--- src/rtl/mux41_scan_ctrl_pkg.sv ---
// Shared constants and state encoding for the mux41 scan sequencer.
package mux41_scan_ctrl_pkg;

  localparam int NCH   = 4;
  localparam int SEL_W = 2;

  typedef enum logic [1:0] {
    IDLE   = 2'd0,
    SETTLE = 2'd1,
    SAMPLE = 2'd2,
    HOLD   = 2'd3
  } state_t;

endpackage

--- src/rtl/mux41_dwell_timer.sv ---
// Down-counter that measures the per-channel settle time.
// Latency: load takes effect at the next edge; done is a decode of the count.
// Backpressure: none, counts down freely and parks at zero.
module mux41_dwell_timer #(
  parameter int CNT_W = 8
) (
  input  logic             clk,
  input  logic             rst,
  input  logic             load,
  input  logic [CNT_W-1:0] load_val,
  output logic             done
);

  logic [CNT_W-1:0] cnt_q;

  always_ff @(posedge clk) begin
    if (rst) begin
      cnt_q <= '0;
    end else if (load) begin
      cnt_q <= load_val;
    end else if (cnt_q != '0) begin
      cnt_q <= cnt_q - CNT_W'(1);
    end
  end

  assign done = (cnt_q == '0);

endmodule

--- src/rtl/mux41_scan_ctrl.sv ---
// Scans the four mux41 channels, captures y per channel into a 4-bit word.
// Latency: word_valid rises 4*(DWELL+1) edges after start is accepted.
// Backpressure: word is held in HOLD until word_valid & word_ready.
module mux41_scan_ctrl
  import mux41_scan_ctrl_pkg::*;
#(
  parameter int DWELL = 4,
  parameter int CNT_W = 8
) (
  input  logic             clk,
  input  logic             rst,
  input  logic             start,
  input  logic             cont,
  input  logic             y,
  output logic [SEL_W-1:0] sel,
  output logic             busy,
  output logic [NCH-1:0]   word,
  output logic             word_valid,
  input  logic             word_ready
);

  localparam logic [CNT_W-1:0] LOAD_VAL = CNT_W'(DWELL - 1);
  localparam logic [SEL_W-1:0] LAST_CH  = SEL_W'(NCH - 1);

  state_t           state_q, state_d;
  logic [SEL_W-1:0] sel_q, sel_d;
  logic [NCH-1:0]   word_q, word_d;
  logic [NCH-1:0]   shreg_q, shreg_d;
  logic             wv_q, wv_d;
  logic             busy_q;
  logic             timer_load;
  logic             timer_done;

  mux41_dwell_timer #(
    .CNT_W (CNT_W)
  ) u_timer (
    .clk      (clk),
    .rst      (rst),
    .load     (timer_load),
    .load_val (LOAD_VAL),
    .done     (timer_done)
  );

  always_comb begin
    state_d    = state_q;
    sel_d      = sel_q;
    word_d     = word_q;
    wv_d       = wv_q;
    shreg_d    = shreg_q;
    timer_load = 1'b0;
    case (state_q)
      IDLE: begin
        if (start) begin
          state_d    = SETTLE;
          sel_d      = '0;
          shreg_d    = '0;
          timer_load = 1'b1;
        end
      end
      SETTLE: begin
        if (timer_done) state_d = SAMPLE;
      end
      SAMPLE: begin
        shreg_d[sel_q] = y;
        // The word published includes the bit sampled on this same edge.
        if (sel_q == LAST_CH) begin
          word_d  = shreg_d;
          wv_d    = 1'b1;
          state_d = HOLD;
        end else begin
          sel_d      = sel_q + SEL_W'(1);
          timer_load = 1'b1;
          state_d    = SETTLE;
        end
      end
      HOLD: begin
        if (word_ready) begin
          wv_d = 1'b0;
          if (cont) begin
            sel_d      = '0;
            shreg_d    = '0;
            timer_load = 1'b1;
            state_d    = SETTLE;
          end else begin
            state_d = IDLE;
          end
        end
      end
      default: state_d = IDLE;
    endcase
  end

  always_ff @(posedge clk) begin
    if (rst) begin
      state_q <= IDLE;
      sel_q   <= '0;
      word_q  <= '0;
      shreg_q <= '0;
      wv_q    <= 1'b0;
      busy_q  <= 1'b0;
    end else begin
      state_q <= state_d;
      sel_q   <= sel_d;
      word_q  <= word_d;
      shreg_q <= shreg_d;
      wv_q    <= wv_d;
      busy_q  <= (state_d != IDLE);
    end
  end

  assign sel        = sel_q;
  assign busy       = busy_q;
  assign word       = word_q;
  assign word_valid = wv_q;

endmodule

--- config.mk ---
export PLATFORM = sky130hd
export DESIGN_NAME = mux41_scan_ctrl
export DESIGN_NICKNAME = d
export VERILOG_FILES = /design/src/rtl/mux41_scan_ctrl_pkg.sv /design/src/rtl/mux41_dwell_timer.sv /design/src/rtl/mux41_scan_ctrl.sv
export SDC_FILE = /design/constraint.sdc
export NUM_CORES = 1
export LEC_CHECK = 0
export ABC_AREA = 1
export BUFFER_PORTS_ARGS = -buffer_cell sky130_fd_sc_hd__buf_2
export CAP_MARGIN = 20
export CORE_MARGIN = 2
export CORE_UTILIZATION = 49
export CTS_CLUSTER_DIAMETER = 50
export DETAILED_ROUTE_END_ITERATION = 6
export HOLD_SLACK_MARGIN = 0.03
export PLACE_DENSITY = 0.72
export SYNTH_ARGS = -nofsm -noshare
export SYNTH_HDL_FRONTEND = slang
export SYNTH_SLANG_ARGS = --single-unit
export TNS_END_PERCENT = 5
--- constraint.sdc ---
create_clock -name clk -period 1.2 [get_ports clk]
set_input_delay 0.12 -clock clk [delete_from_list [all_inputs] [get_ports clk]]
set_output_delay 0.12 -clock clk [all_outputs]
set_load 0.01 [all_outputs]
# After elaboration in Yosys (flattened, before gate mapping)
# Cells that the tools add are included.
# classes
n_eq_ne	9
mux	28
div	0
reduce_logical	13
shift	0
magnitude_cmp	2
bitwise	0
mul	0
add_sub_neg	2
# ops
operator	count
$mux 2	10
$mux 4	3
$pmux 4 s3	1
$ne 2x2->1 const B	5
$logic_not 8->1	1
$mux 1	8
$pmux 2 s4	1
$reduce_bool 8->1	1
$sub 8x1->8 const B	1
$eq 2x2->1 const B	3
$pmux 2 s3	1
$reduce_bool 2->1	3
$reduce_and 5->1	1
$bwmux 4	1
$reduce_and 4->1	1
$lt 2x3->1 const B	1
$pmux 1 s3	1
$reduce_and 3->1	1
$reduce_bool 3->1	1
$add 2x1->2 const B	1
$demux 1 s2	1
$eq 2x1->1 const B	1
$ge 2x1->1 const B	1
$logic_not 2->1	1
other kinds (4)	4
# word_totals
ram_bits	0
elab_cells	62
mem_count	0
romBits	0
ff_bits	22
latchBits	0

# Depth between registers and ports, before layout
# depth
word_depth	6
mapped_depth	8

# Hierarchy
# A second synthesis with hierarchy kept.
# unflattened
cells_unflattened	157
hier_area_um2	1119.8
# by_module_without_submodules
mod	instances	seq_area_each_um2	area_per_inst_um2	cells_per_inst
mux41_scan_ctrl	1	260.2	646.9	87
mux41_dwell_timer	1	160.2	473.0	70

# Least setup slack after synthesis
# OpenSTA, ideal clock, no wires.
# synth_timing
kind	reg-to-reg
from	register sel_q[0], in the netlist sel[0]
to	register u_timer.cnt_q[1]
t_arrival_ns	1.124
synth_period_minus_slack_ns	1.233
t_required_ns	1.091
path_slack_ns	-0.033
stages_incl_launch_ff	9
n_path_buf	0
cell_sequence	dfxtp_1 ha_1 inv_2 nand3_1 nand2_1 nor2_4 nand3_1 nand2_1 inv_1
# synth_between
elab_chain_len	4
# synth_lines
element	line_no	text
from (decl)	mux41_scan_ctrl.sv:26	logic [SEL_W-1:0] sel_q, sel_d;
from (signal assigned)	mux41_scan_ctrl.sv:103	sel_q <= sel_d;
$eq 2x2->1 *	mux41_scan_ctrl.sv:66	if (sel_q == LAST_CH) begin
$mux 1 *	mux41_scan_ctrl.sv:66	
$pmux 1 s3 *	mux41_scan_ctrl.sv:51	case (state_q)
$mux 2 / $reduce_bool 2->1 (equally long branches)	-	
to (signal assigned)	mux41_dwell_timer.sv:20	cnt_q <= load_val;
to (signal assigned)	mux41_dwell_timer.sv:22	cnt_q <= cnt_q - CNT_W'(1);
to (decl)	mux41_dwell_timer.sv:14	logic [CNT_W-1:0] cnt_q;
# Every way passes the cells marked *; elsewhere a longest branch is shown, timed or not.
# A chain may end at the register's enable or synchronous reset.

# Final worst setup path
# layout_timing
from	register sel_q[1], in the netlist sel[1]
to	register shreg_q[0]
# layout_between
elab_chain_len	6
# layout_lines
element	line_no	text
$lt 2x3->1 (implied by the code) / $ge 2x1->1 (equally long branches)	mux41_scan_ctrl.sv:64	shreg_d[sel_q] = y;
$logic_and 1x1->1 (implied by the code)	mux41_scan_ctrl.sv:64	
$mux 1 (implied by the code)	mux41_scan_ctrl.sv:64	
$demux 1 s2 *	mux41_scan_ctrl.sv:64	
$bwmux 4 *	mux41_scan_ctrl.sv:64	
$pmux 4 s3 *	mux41_scan_ctrl.sv:51	
to (signal assigned)	mux41_scan_ctrl.sv:105	shreg_q <= shreg_d;
to (decl)	mux41_scan_ctrl.sv:28	logic [NCH-1:0] shreg_q, shreg_d;
# Marks and branches as above.

==> results.json <==
{
  "status": "complete, no violations",
  "synth_area_per_cell_sq_um": 7.13,
  "netlist_instances": 143,
  "power.clock.fraction_pct": 13.0,
  "fmax_mhz": 864,
  "p_switching_mw": 1.14,
  "worstPathMaxFanout": 4,
  "start_util_pct": 52.0,
  "synthMuxAreaShare_pct": 0,
  "synthesis.area_sq_mm": 0.00102,
  "cts_hold_buf": 0,
  "grt_antenna_before_repair": 0,
  "root_buffer": "clkbuf_4",
  "synth.area.top_cells": "dfxtp_1 41%, nand2_1 12%, nor2_1 11%, ha_1 6.1%, inv_1 5.5%",
  "ys_warn_count": 0,
  "synth_fa_ha_area_share_pct": 6.13,
  "grt_max_degree": 14,
  "p_int_mw": 1.57,
  "grt_pass1_vias": 926,
  "ys_types": 22,
  "vias": 921,
  "ir_drop_mv": 1.71,
  "syn-num-nets": 154,
  "num_antenna_cells": 0,
  "final_nets": 179,
  "regArea_sq_um": 435,
  "power_frac_comb_pct": 51.9,
  "rows": 16,
  "grtUsageTotal_pct": 19.4,
  "coreArea_sq_mm": 0.00196,
  "routed_wl_um": 2120,
  "place_area_sq_mm": 0.00116,
  "syn_to_final_growth_pct": 31.3,
  "synth_xor_area_share_pct": 4.29,
  "fin_crit_sh_pct": 96.5,
  "port_buffers": 13,
  "finClkSkew_ps": 6.30,
  "cts_inserted_buffers": 3,
  "endpoint_kind": "flip-flop",
  "pin_count": 14,
  "synth_top_family_by_area": "simple AND/OR/NAND/NOR gates",
  "synth_compound_area_share_pct": 11.7,
  "cp-start-kind": "flip-flop",
  "clock-sinks": 21,
  "viasPerCell": 4.75,
  "worst_slew_pin_slew_ps": 285,
  "drive_gt1_share_pct": 37.7,
  "period_needed_ps": 1160,
  "leakagePower_nw": 0.629,
  "num-fill-cells": 177,
  "clock_path_buffers": 2,
  "post-route-drc-count": 0,
  "ys_seq_area_share_pct": 41.2,
  "hold_viol_final": 0,
  "maxSlewHeadroom_pct": 81.0,
  "required_ps": 1420,
  "multi_input_area_sq_um": 649,
  "dp_hpwl_um": 1520,
  "wl_per_cell_um": 10.9,
  "finalInstanceArea_sq_mm": 0.00134,
  "tritoncts": "built",
  "ant_nets": 0,
  "ys_ff_latch": 21,
  "final.setup.tns_ps": 0,
  "cp.arrival_ps": 1370,
  "finalMaxSlewViolations": 0,
  "clock_latency_ps": 320,
  "rsz0062_at_grt": "true",
  "cap_viol_max_count": 0,
  "switching_share_pct": 42.2,
  "grt_pass1_wl_um": 3630,
  "die_h_um": 49.6,
  "dr.pass1.iters": 4,
  "synth-simple-area-share_pct": 30.1,
  "die_w_um": 49.6,
  "crit_type": "reg -> reg",
  "fin_util_pct": 68.2,
  "seqPwrFrac_pct": 35.1,
  "fin_hold_ws_ps": 139,
  "cts_htree_levels": 1,
  "synth_top_area_cell": "dfxtp_1",
  "hp-class": "in -> reg",
  "gp_congestion": 0.865,
  "die-area_sq_mm": 0.00246,
  "cts.clk_slew.worst_paths_ps": 120,
  "setup_violations": 0,
  "netlist.area_leader.share_pct": 41.2,
  "power_density_mw_per_mm2": 2030,
  "drt_iter0_drc": 12,
  "grt_remaining_overflow": 0
}
metal layers:
layer	track usage [%]	up-vias	wire, um
met3	4.55	5	85
met1	22.4	402	1020
li1	-	495	-
met4	11.6	0	48
met2	32.2	19	964
met5	0	-	0
worst max-delay path, stage by stage, from the launching register on:
cell     delay (ps)
dfxtp_4         380
inv_1           110
ha_1            200
nand2_1          70
o21ai_2          70
nor2_1           50
a21oi_1         120
nor2_1           50
kinds of logic (layout without fill, tap and decap cells):
kind of cell / Yosys count / count (layout)
XOR/XNOR: 5 / 5
buffers and inverters: 18 / 42
adder cells (fa/ha/maj): 5 / 5
flip-flops: 21 / 21
AO/OA/AOI/OAI: 20 / 20
AND/OR/NAND/NOR: 74 / 74
layout make-up:
| cell class | count | area share [%] |
|---|---|---|
| clock buffers | 3 | 1.68 |
| clock inverters | 1 | 0.374 |
| inverters | 17 | 4.77 |
| multi-input cells | 104 | 48.5 |
| flip-flops and latches | 21 | 32.5 |
| well taps | 27 | 2.52 |
| repair buffers | 21 | 9.63 |
layout by cell type (no fill, tap or decap), drive strengths merged:
master,n
nand2,36
nor2,31
dfxtp,21
buf,21
inv,17
a21oi,9
o21ai,6
nand3,5
ha,5
o21a,3
xor2,3
clkbuf,3
xnor2,2
nand4,1
or2,1
o22ai,1
o21bai,1
clkinv,1
power groups by stage:
stage | combinational, mW | clock, mW | sequential [mW]
after floorplan | 0.801 | 0 | 0.934
after global placement | 1.07 | 0 | 0.939
after detailed placement | 1.11 | 0 | 0.940
after CTS | 1.16 | 0.354 | 0.928
after global routing | 1.58 | 0.391 | 0.972
final | 1.41 | 0.352 | 0.953
sequential cells by signal, summed over array words and instances (netlist names):
| register | cells |
|---|---|
| busy | 1 |
| sel | 2 |
| shreg_q | 3 |
| state_q | 2 |
| u_timer.cnt_q | 8 |
| word | 4 |
| word_valid | 1 |
metrics by stage:
step,instances,worst slack [ps],total power [mW]
2_1_floorplan,143,22.3,1.74
3_3_place_gp,188,-18.9,2.01
3_5_place_dp,188,-53.2,2.05
4_1_cts,194,-0.715,2.44
5_1_grt,194,-38.8,2.94
6_report,194,42.3,2.71
cell usage after synthesis:
cell      instances
clkbuf_1          1
nor2_2            1
xor2_1            3
nand3_1           5
o21ai_2           1
a21oi_2           1
a21oi_1           8
o22ai_1           1
inv_2             2
o21ai_0           5
nor2_4            1
o21a_1            3
ha_1              5
xnor2_1           2
o21bai_1          1
nor2_1           29
inv_1            15
or2_2             1
nand4_1           1
nand2_1          33
nand2_2           3
dfxtp_1          21
timing repair:
action | in CTS | in global routing
setup buffers | 2 | 0
resized for setup | 11 | 31
endpoints found under the setup margin | 11 | 20
pin swaps | 1 | 12
path summary, 6_finish.rpt:
kind,startpoint,cells past startpoint,to,slack [ps]
hold reg to reg,word_valid,2,word_valid,490
hold / removal,rst,2,shreg_q[1],140
setup reg to reg,sel[1],7,shreg_q[0],40
setup / recovery,sel[1],7,shreg_q[0],40
(Power assumes the default switching activity.)
